==> src/rtl/mcoi_power_up_sequencer_if.sv <==
// Control/status bundle between the PS-facing logic and the power-up sequencer.
// Signal suffixes are from the sequencer's point of view (slave side).
interface mcoi_power_up_sequencer_if;
  logic        si5338_cfg_done_i;
  logic        gbt_pll_locked_i;
  logic        force_reset_i;
  logic        ext_pll_ready_o;
  logic        mreset_vadj_o;
  logic        sys_ready_o;
  logic [15:0] status_o;

  modport slave (
    input  si5338_cfg_done_i, gbt_pll_locked_i, force_reset_i,
    output ext_pll_ready_o, mreset_vadj_o, sys_ready_o, status_o
  );

  modport master (
    output si5338_cfg_done_i, gbt_pll_locked_i, force_reset_i,
    input  ext_pll_ready_o, mreset_vadj_o, sys_ready_o, status_o
  );
endinterface

==> src/rtl/mcoi_power_up_sequencer.sv <==
// Board bring-up sequencer: Si5338 config -> GBT PLL lock -> settle -> release motor reset.
// Watches for lock loss, counts it, and flags over-long waits in a sticky timeout bit.
module mcoi_power_up_sequencer #(
  parameter int unsigned SYNC_STAGES    = 2,
  parameter int unsigned SETTLE_CYCLES  = 1200000,
  parameter int unsigned HOLDOFF_CYCLES = 120000,
  parameter int unsigned TIMEOUT_CYCLES = 12000000
) (
  input  logic                            clk,
  input  logic                            reset_n,
  mcoi_power_up_sequencer_if.slave        bus
);

  localparam int unsigned MAX_A = (SETTLE_CYCLES > HOLDOFF_CYCLES) ? SETTLE_CYCLES : HOLDOFF_CYCLES;
  localparam int unsigned MAX_P = (MAX_A > TIMEOUT_CYCLES) ? MAX_A : TIMEOUT_CYCLES;
  localparam int unsigned CW    = $clog2(MAX_P) + 1;

  localparam logic [CW-1:0] SETTLE_LAST  = CW'(SETTLE_CYCLES - 1);
  localparam logic [CW-1:0] HOLDOFF_LAST = CW'(HOLDOFF_CYCLES - 1);
  localparam logic [CW-1:0] TIMEOUT_LAST = CW'(TIMEOUT_CYCLES - 1);
  localparam logic [CW-1:0] ONE          = CW'(1);

  typedef enum logic [2:0] {
    IDLE      = 3'd0,
    WAIT_EXT  = 3'd1,
    WAIT_LOCK = 3'd2,
    SETTLE    = 3'd3,
    RUN       = 3'd4,
    FAULT     = 3'd5
  } state_e;

  // Reset asserts asynchronously, releases on clk.
  logic [1:0] rst_sync_q;
  logic       rst_n;

  always_ff @(posedge clk or negedge reset_n) begin
    if (!reset_n) rst_sync_q <= '0;
    else          rst_sync_q <= {rst_sync_q[0], 1'b1};
  end
  assign rst_n = rst_sync_q[1];

  logic [SYNC_STAGES-1:0] cfg_sync_q, lock_sync_q, force_sync_q;
  logic                   cfg, lock, force_rst;

  always_ff @(posedge clk or negedge rst_n) begin
    if (!rst_n) begin
      cfg_sync_q   <= '0;
      lock_sync_q  <= '0;
      force_sync_q <= '0;
    end else begin
      cfg_sync_q   <= {cfg_sync_q[SYNC_STAGES-2:0],   bus.si5338_cfg_done_i};
      lock_sync_q  <= {lock_sync_q[SYNC_STAGES-2:0],  bus.gbt_pll_locked_i};
      force_sync_q <= {force_sync_q[SYNC_STAGES-2:0], bus.force_reset_i};
    end
  end
  assign cfg       = cfg_sync_q[SYNC_STAGES-1];
  assign lock      = lock_sync_q[SYNC_STAGES-1];
  assign force_rst = force_sync_q[SYNC_STAGES-1];

  state_e        state_q, state_d;
  logic [CW-1:0] cnt_q, cnt_d;
  logic [CW-1:0] wait_q, wait_d;
  logic          timeout_q, timeout_d;
  logic [7:0]    loss_q, loss_d;

  always_ff @(posedge clk or negedge rst_n) begin
    if (!rst_n) begin
      state_q   <= IDLE;
      cnt_q     <= '0;
      wait_q    <= '0;
      timeout_q <= 1'b0;
      loss_q    <= '0;
    end else begin
      state_q   <= state_d;
      cnt_q     <= cnt_d;
      wait_q    <= wait_d;
      timeout_q <= timeout_d;
      loss_q    <= loss_d;
    end
  end

  always_comb begin
    state_d = state_q;
    cnt_d   = '0;
    wait_d  = '0;
    unique case (state_q)
      IDLE:      state_d = WAIT_EXT;
      WAIT_EXT:  if (cfg) state_d = WAIT_LOCK;
      WAIT_LOCK: begin
        if (!cfg)      state_d = WAIT_EXT;
        else if (lock) state_d = SETTLE;
      end
      // Lock/config loss outranks force; force pins the settle count at zero.
      SETTLE: begin
        if (!cfg || !lock)           state_d = FAULT;
        else if (force_rst)          cnt_d   = '0;
        else if (cnt_q == SETTLE_LAST) state_d = RUN;
        else                         cnt_d   = cnt_q + ONE;
      end
      RUN: begin
        if (!cfg || !lock)  state_d = FAULT;
        else if (force_rst) state_d = SETTLE;
      end
      FAULT: begin
        if (cnt_q == HOLDOFF_LAST) state_d = WAIT_EXT;
        else                       cnt_d   = cnt_q + ONE;
      end
      default: state_d = IDLE;
    endcase

    if ((state_q == WAIT_EXT || state_q == WAIT_LOCK) && state_d == state_q)
      wait_d = (wait_q == TIMEOUT_LAST) ? wait_q : wait_q + ONE;
    timeout_d = timeout_q | (wait_d == TIMEOUT_LAST);

    loss_d = loss_q;
    if (state_d == FAULT && state_q != FAULT && loss_q != 8'hFF)
      loss_d = loss_q + 8'd1;
  end

  logic        ext_q, mreset_q, sys_q;
  logic [15:0] status_q;

  always_ff @(posedge clk or negedge rst_n) begin
    if (!rst_n) begin
      ext_q    <= 1'b0;
      mreset_q <= 1'b1;
      sys_q    <= 1'b0;
      status_q <= '0;
    end else begin
      ext_q    <= (state_q == WAIT_LOCK) || (state_q == SETTLE) || (state_q == RUN);
      mreset_q <= (state_q != RUN);
      sys_q    <= (state_q == RUN);
      status_q <= {loss_q, 4'b0000, timeout_q, state_q};
    end
  end

  assign bus.ext_pll_ready_o = ext_q;
  assign bus.mreset_vadj_o   = mreset_q;
  assign bus.sys_ready_o     = sys_q;
  assign bus.status_o        = status_q;

endmodule

==> src/flat_wrapper.sv <==
// flat-port wrapper written by rule: the top's interface ports become plain ports
module mcoi_power_up_sequencer_flat 
#(
  parameter int unsigned SYNC_STAGES    = 2,
  parameter int unsigned SETTLE_CYCLES  = 1200000,
  parameter int unsigned HOLDOFF_CYCLES = 120000,
  parameter int unsigned TIMEOUT_CYCLES = 12000000
)
  (clk, reset_n, bus_si5338_cfg_done_i, bus_gbt_pll_locked_i, bus_force_reset_i, bus_ext_pll_ready_o, bus_mreset_vadj_o, bus_sys_ready_o, bus_status_o);
  mcoi_power_up_sequencer_if bus_i ();
  input  logic clk;
  input  logic reset_n;
  input wire logic [$bits(bus_i.si5338_cfg_done_i)-1:0] bus_si5338_cfg_done_i;
  input wire logic [$bits(bus_i.gbt_pll_locked_i)-1:0] bus_gbt_pll_locked_i;
  input wire logic [$bits(bus_i.force_reset_i)-1:0] bus_force_reset_i;
  output wire logic [$bits(bus_i.ext_pll_ready_o)-1:0] bus_ext_pll_ready_o;
  output wire logic [$bits(bus_i.mreset_vadj_o)-1:0] bus_mreset_vadj_o;
  output wire logic [$bits(bus_i.sys_ready_o)-1:0] bus_sys_ready_o;
  output wire logic [$bits(bus_i.status_o)-1:0] bus_status_o;
  assign bus_i.si5338_cfg_done_i = bus_si5338_cfg_done_i;
  assign bus_i.gbt_pll_locked_i = bus_gbt_pll_locked_i;
  assign bus_i.force_reset_i = bus_force_reset_i;
  assign bus_ext_pll_ready_o = bus_i.ext_pll_ready_o;
  assign bus_mreset_vadj_o = bus_i.mreset_vadj_o;
  assign bus_sys_ready_o = bus_i.sys_ready_o;
  assign bus_status_o = bus_i.status_o;
  mcoi_power_up_sequencer #(.SYNC_STAGES(SYNC_STAGES), .SETTLE_CYCLES(SETTLE_CYCLES), .HOLDOFF_CYCLES(HOLDOFF_CYCLES), .TIMEOUT_CYCLES(TIMEOUT_CYCLES)) u_core (.clk(clk), .reset_n(reset_n), .bus(bus_i));
endmodule
==> config.mk <==
export PLATFORM = sky130hd
export DESIGN_NAME = mcoi_power_up_sequencer_flat
export DESIGN_NICKNAME = d
export VERILOG_FILES = /design/src/rtl/mcoi_power_up_sequencer_if.sv /design/src/rtl/mcoi_power_up_sequencer.sv /design/src/flat_wrapper.sv
export SDC_FILE = /design/constraint.sdc
export NUM_CORES = 1
export LEC_CHECK = 0
export BUFFER_PORTS_ARGS = -buffer_cell sky130_fd_sc_hd__buf_2
export CAP_MARGIN = 25
export CORE_AREA = 2 2 110 112
export DETAILED_ROUTE_END_ITERATION = 6
export DIE_AREA = 0 0 112 114
export PLACE_DENSITY_LB_ADDON = 0.15
export SYNTH_ARGS = -nofsm -noshare
export SYNTH_HDL_FRONTEND = slang
export SYNTH_SLANG_ARGS = --single-unit
export TNS_END_PERCENT = 10
==> constraint.sdc <==
create_clock -name clk -period 3.4 [get_ports clk]
set_input_delay 0.17 -clock clk [delete_from_list [all_inputs] [get_ports clk]]
set_output_delay 0.17 -clock clk [all_outputs]
set_load 0.005 [all_outputs]
==> metrics.csv <==
metric,value,unit
p_comb_frac,0.136,
worst_ir_drop_vdd,0.292,mV
max-clock-path-buffers,2,
cp_slowest_stage_delay,0.53,ns
power_frac_clock,0.407,
yosys.area_share.simple,0.260,
worstHoldPathType,input pin to async pin,
groute.layer.met1.usage,0.188,
p_sw_frac,0.278,
n_antenna_cell,0,
drtPass1Iterations,4,
postSynthAreaPerCell,10.1,sq um
synth_xor_xnor_area_share,0.118,
cts_tree,built,
synth.ff_latch_count,85,
multiplexer_share_of_the_synthesized_area,0.00532,
floorplan.die.width,112,um
critPathTopFamily,simple AND/OR/NAND/NOR gates,
fin_skew,0.00628,ns
crit_fanout,9,
drt-total-wl,7.71,mm
cts_inserted_buffers,9,
synth_edf_count,0,
postCtsSetupBuffers,0,
worst-setup-path-type,flop to flop,
final-setup-viol-count,0,
routed_wire_length_per_instance,13.4,um
power.internal,1.94,mW
power.leakage,1.89,nW
portBuffers,19,
post_synth_instance_area,4000,sq um
route.detailed.vias_per_inst,4.87,
area_added_between_synthesis_and_finish,16.3,%
holdBufCountCts,4,
critical_path_capture_point_type,flop,
die_height,114,um
globalRouteMet2Util,0.197,
timing_max_transition_violations_final,0,
run_status,finished clean,
synth_compound_area_frac,0.0441,
setup.worst_path.start,u_core.wait_q[13],
power_per_cell_area,576,nW/um^2
worstSkewPairLatency,0.34,ns
coreArea,11700,sq um
most_used_layer_global_route,met2,
post-route-period-util,0.732,
max_freq,402,MHz
grt_setup_unrepaired,false,
p_switching,0.745,mW
max_cap_violations,0,
gp_congestion,0.801,
critPathLaunchType,flop,
critical-path-slowest-cell,sky130_fd_sc_hd__or4b_1,
antenna_found_initial,0,
num_rows,40,
finalHoldViolCount,0,
grt_overall_usage,0.136,
seq_area_frac_synth,0.532,
critical_path_buf_inv_count,1,
initial_utilization,0.342,
clock_sink_count,85,
synthCells,395,
critPathRequiredTime,3.68,ns
finalNetCount,431,
worst_pin_slew,0.619,ns
grt_first_pass_wirelength,13.6,mm
synthAdderAreaFrac,0.00938,
dr_total_vias,2802,
critical_path_cell_by_cell,or4b_1 > or4_4 > nor4_4 > buf_4 > a31oi_1 > nor4_1 > a31o_1,
synth_cell_types,48,
ffs_w_async_s_r_synth,1.00,
tightest_slew_margin_relative_to_the_limit,0.584,
global_route.overflow_total,0,
cts_resized,0,
synth_warnings,0,
grt_start_max_net_pins,48,
grt.met3_usage,0.0324,
dominantRegCellSynth,sky130_fd_sc_hd__dfrtp_1,
cts_root_buf,sky130_fd_sc_hd__clkbuf_16,
finalPower,2.68,mW
drcViolationCount,0,
clock_tree.htree_level_count,3,
final_period_demand_of_the_worst_path,2.49,ns
route.antenna.remaining_nets,0,
starting_drt_drc_count,127,
number_of_global_route_vias_before_repair,2792,
seq_power_share,0.457,
setup_total_negative_slack,0,ns
combinational_family_with_the_most_area_after_synthesis,simple AND/OR/NAND/NOR gates,
dp_hpwl,5.24,mm
num_io_pins,24,
worst_r2r_startpoint,u_core.wait_q[13],
critPathArrivalTime,2.77,ns
die_area,12800,sq um
cts.clk_slew.worst_paths,0.06,ns
final_layout_size_suffix_gt1_frac,0.119,
## metrics by stage
step | util | setup slack [ns] | cell area (sq um) | cells | hold WS, ns
finish | 0.397 | 0.911 | 4650 | 575 | 0.130
global route | 0.397 | 0.704 | 4650 | 575 | 0.146
CTS | 0.397 | 0.899 | 4650 | 575 | 0.112
detailed placement | 0.365 | 0.921 | 4280 | 555 | -0.0426
global placement | 0.363 | 0.949 | 4250 | 554 | -0.0447
floorplan | - | 0.859 | 4010 | 398 | -0.126
## routing by layer
metal,wire [um],part of all wire
met1,4040,0.52
met2,3290,0.43
met3,217,0.028
met4,160,0.021
met5,0,0
## path summary, 6_finish.rpt
path                                             to  depth (start not counted)  slack [ns]
min in group clk             u_core.force_sync_q[1]                          0        0.35
setup reg to reg                   u_core.timeout_q                          7        0.91
max in group asynchronous  u_core.bus.mreset_vadj_o                          1        2.44
setup / recovery                   u_core.timeout_q                          7        0.91
hold / removal                 u_core.rst_sync_q[1]                          2        0.13
hold reg to reg                u_core.cfg_sync_q[0]                          0        0.31
## final cells by class
| type | instances | area, sq um |
|---|---|---|
| clock inverters | 6 | 93.8 |
| well taps | 147 | 184 |
| flip-flops and latches | 85 | 2130 |
| fillers | 1194 | 7060 |
| repair buffers | 28 | 193 |
| clock buffers | 10 | 239 |
| inverters | 11 | 41.3 |
| multi-input cells | 288 | 1770 |
## cells in the mapped netlist (2+ instances only)
master                      n  area share
sky130_fd_sc_hd__a21boi_0   2      0.0038
sky130_fd_sc_hd__a21oi_1    5      0.0063
sky130_fd_sc_hd__and2_1     3      0.0047
sky130_fd_sc_hd__and3_1     7       0.011
sky130_fd_sc_hd__and4_1     7       0.015
sky130_fd_sc_hd__buf_2      2      0.0025
sky130_fd_sc_hd__buf_4      5      0.0094
sky130_fd_sc_hd__clkbuf_1   7      0.0066
sky130_fd_sc_hd__conb_1     2      0.0019
sky130_fd_sc_hd__dfrtp_1   84        0.53
sky130_fd_sc_hd__ha_1       3      0.0094
sky130_fd_sc_hd__inv_1     11       0.010
sky130_fd_sc_hd__nand2_1   23       0.022
sky130_fd_sc_hd__nand2b_1   2      0.0031
sky130_fd_sc_hd__nand3_1   26       0.033
sky130_fd_sc_hd__nand4_1   18       0.028
sky130_fd_sc_hd__nor2_1    64       0.060
sky130_fd_sc_hd__nor2b_1    2      0.0031
sky130_fd_sc_hd__nor3_1    10       0.013
sky130_fd_sc_hd__nor3b_1    7       0.013
sky130_fd_sc_hd__nor4_1     7       0.011
sky130_fd_sc_hd__nor4b_1    4      0.0088
sky130_fd_sc_hd__nor4bb_1   2      0.0050
sky130_fd_sc_hd__o21ai_0    9       0.011
sky130_fd_sc_hd__o22ai_1    2      0.0031
sky130_fd_sc_hd__or2_2      3      0.0047
sky130_fd_sc_hd__or3_1      5      0.0078
sky130_fd_sc_hd__xnor2_1   35       0.077
sky130_fd_sc_hd__xor2_1    19       0.042
## cells in the final DEF, fill, tap and decap left out, types with 7 or more instances in the layout
cell type,netlist,final
sky130_fd_sc_hd__xor2_1,19,19
sky130_fd_sc_hd__inv_1,11,11
sky130_fd_sc_hd__nor4_1,7,7
sky130_fd_sc_hd__nand2_1,23,23
sky130_fd_sc_hd__xnor2_1,35,35
sky130_fd_sc_hd__o21ai_0,9,9
sky130_fd_sc_hd__and3_1,7,7
sky130_fd_sc_hd__clkbuf_16,0,9
sky130_fd_sc_hd__nor3_1,10,10
sky130_fd_sc_hd__and4_1,7,7
sky130_fd_sc_hd__nor2_1,64,64
sky130_fd_sc_hd__dfrtp_1,84,83
sky130_fd_sc_hd__nor3b_1,7,7
sky130_fd_sc_hd__nand3_1,26,26
sky130_fd_sc_hd__nand4_1,18,18
sky130_fd_sc_hd__buf_2,2,19
## state kept, by name, indices dropped and copies added, names as in the netlist
signal,flops
u_core.state_q,3
u_core.wait_q,25
u_core.force_sync_q,2
u_core.bus.sys_ready_o,1
u_core.cnt_q,25
u_core.bus.status_o,12
u_core.bus.ext_pll_ready_o,1
u_core.bus.mreset_vadj_o,1
u_core.loss_q,8
u_core.rst_sync_q,2
u_core.cfg_sync_q,2
u_core.timeout_q,1
u_core.lock_sync_q,2
## power by group through the flow
| stage | Sequential, mW | Combinational, mW | Clock [mW] |
|---|---|---|---|
| finish | 1.23 | 0.363 | 1.09 |
| global route | 1.25 | 0.419 | 1.17 |
| CTS | 1.23 | 0.369 | 1.13 |
| detailed placement | 1.24 | 0.364 | 0 |
| global placement | 1.25 | 0.350 | 0 |
| floorplan | 1.21 | 0.270 | 0 |
## kinds of logic after synthesis
group                      count (synthesis)
and+or+nand+nor                          196
DFF                                       85
xor gates and xnor gates                  54
AOI/OAI and AO/OA                         28
buffers and inverters                     25
adders and majority gates                  3
other                                      2
muxes                                      2
## worst reg2reg max path, cell delays in order, from the launching register on
cell and delay (ns):
sky130_fd_sc_hd__dfrtp_1 0.42, sky130_fd_sc_hd__or4b_1 0.53, sky130_fd_sc_hd__or4_4 0.50, sky130_fd_sc_hd__nor4_4 0.25, sky130_fd_sc_hd__buf_4 0.23, sky130_fd_sc_hd__a31oi_1 0.09
sky130_fd_sc_hd__nor4_1 0.23, sky130_fd_sc_hd__a31o_1 0.17
Power figures use the tool's default switching activity.
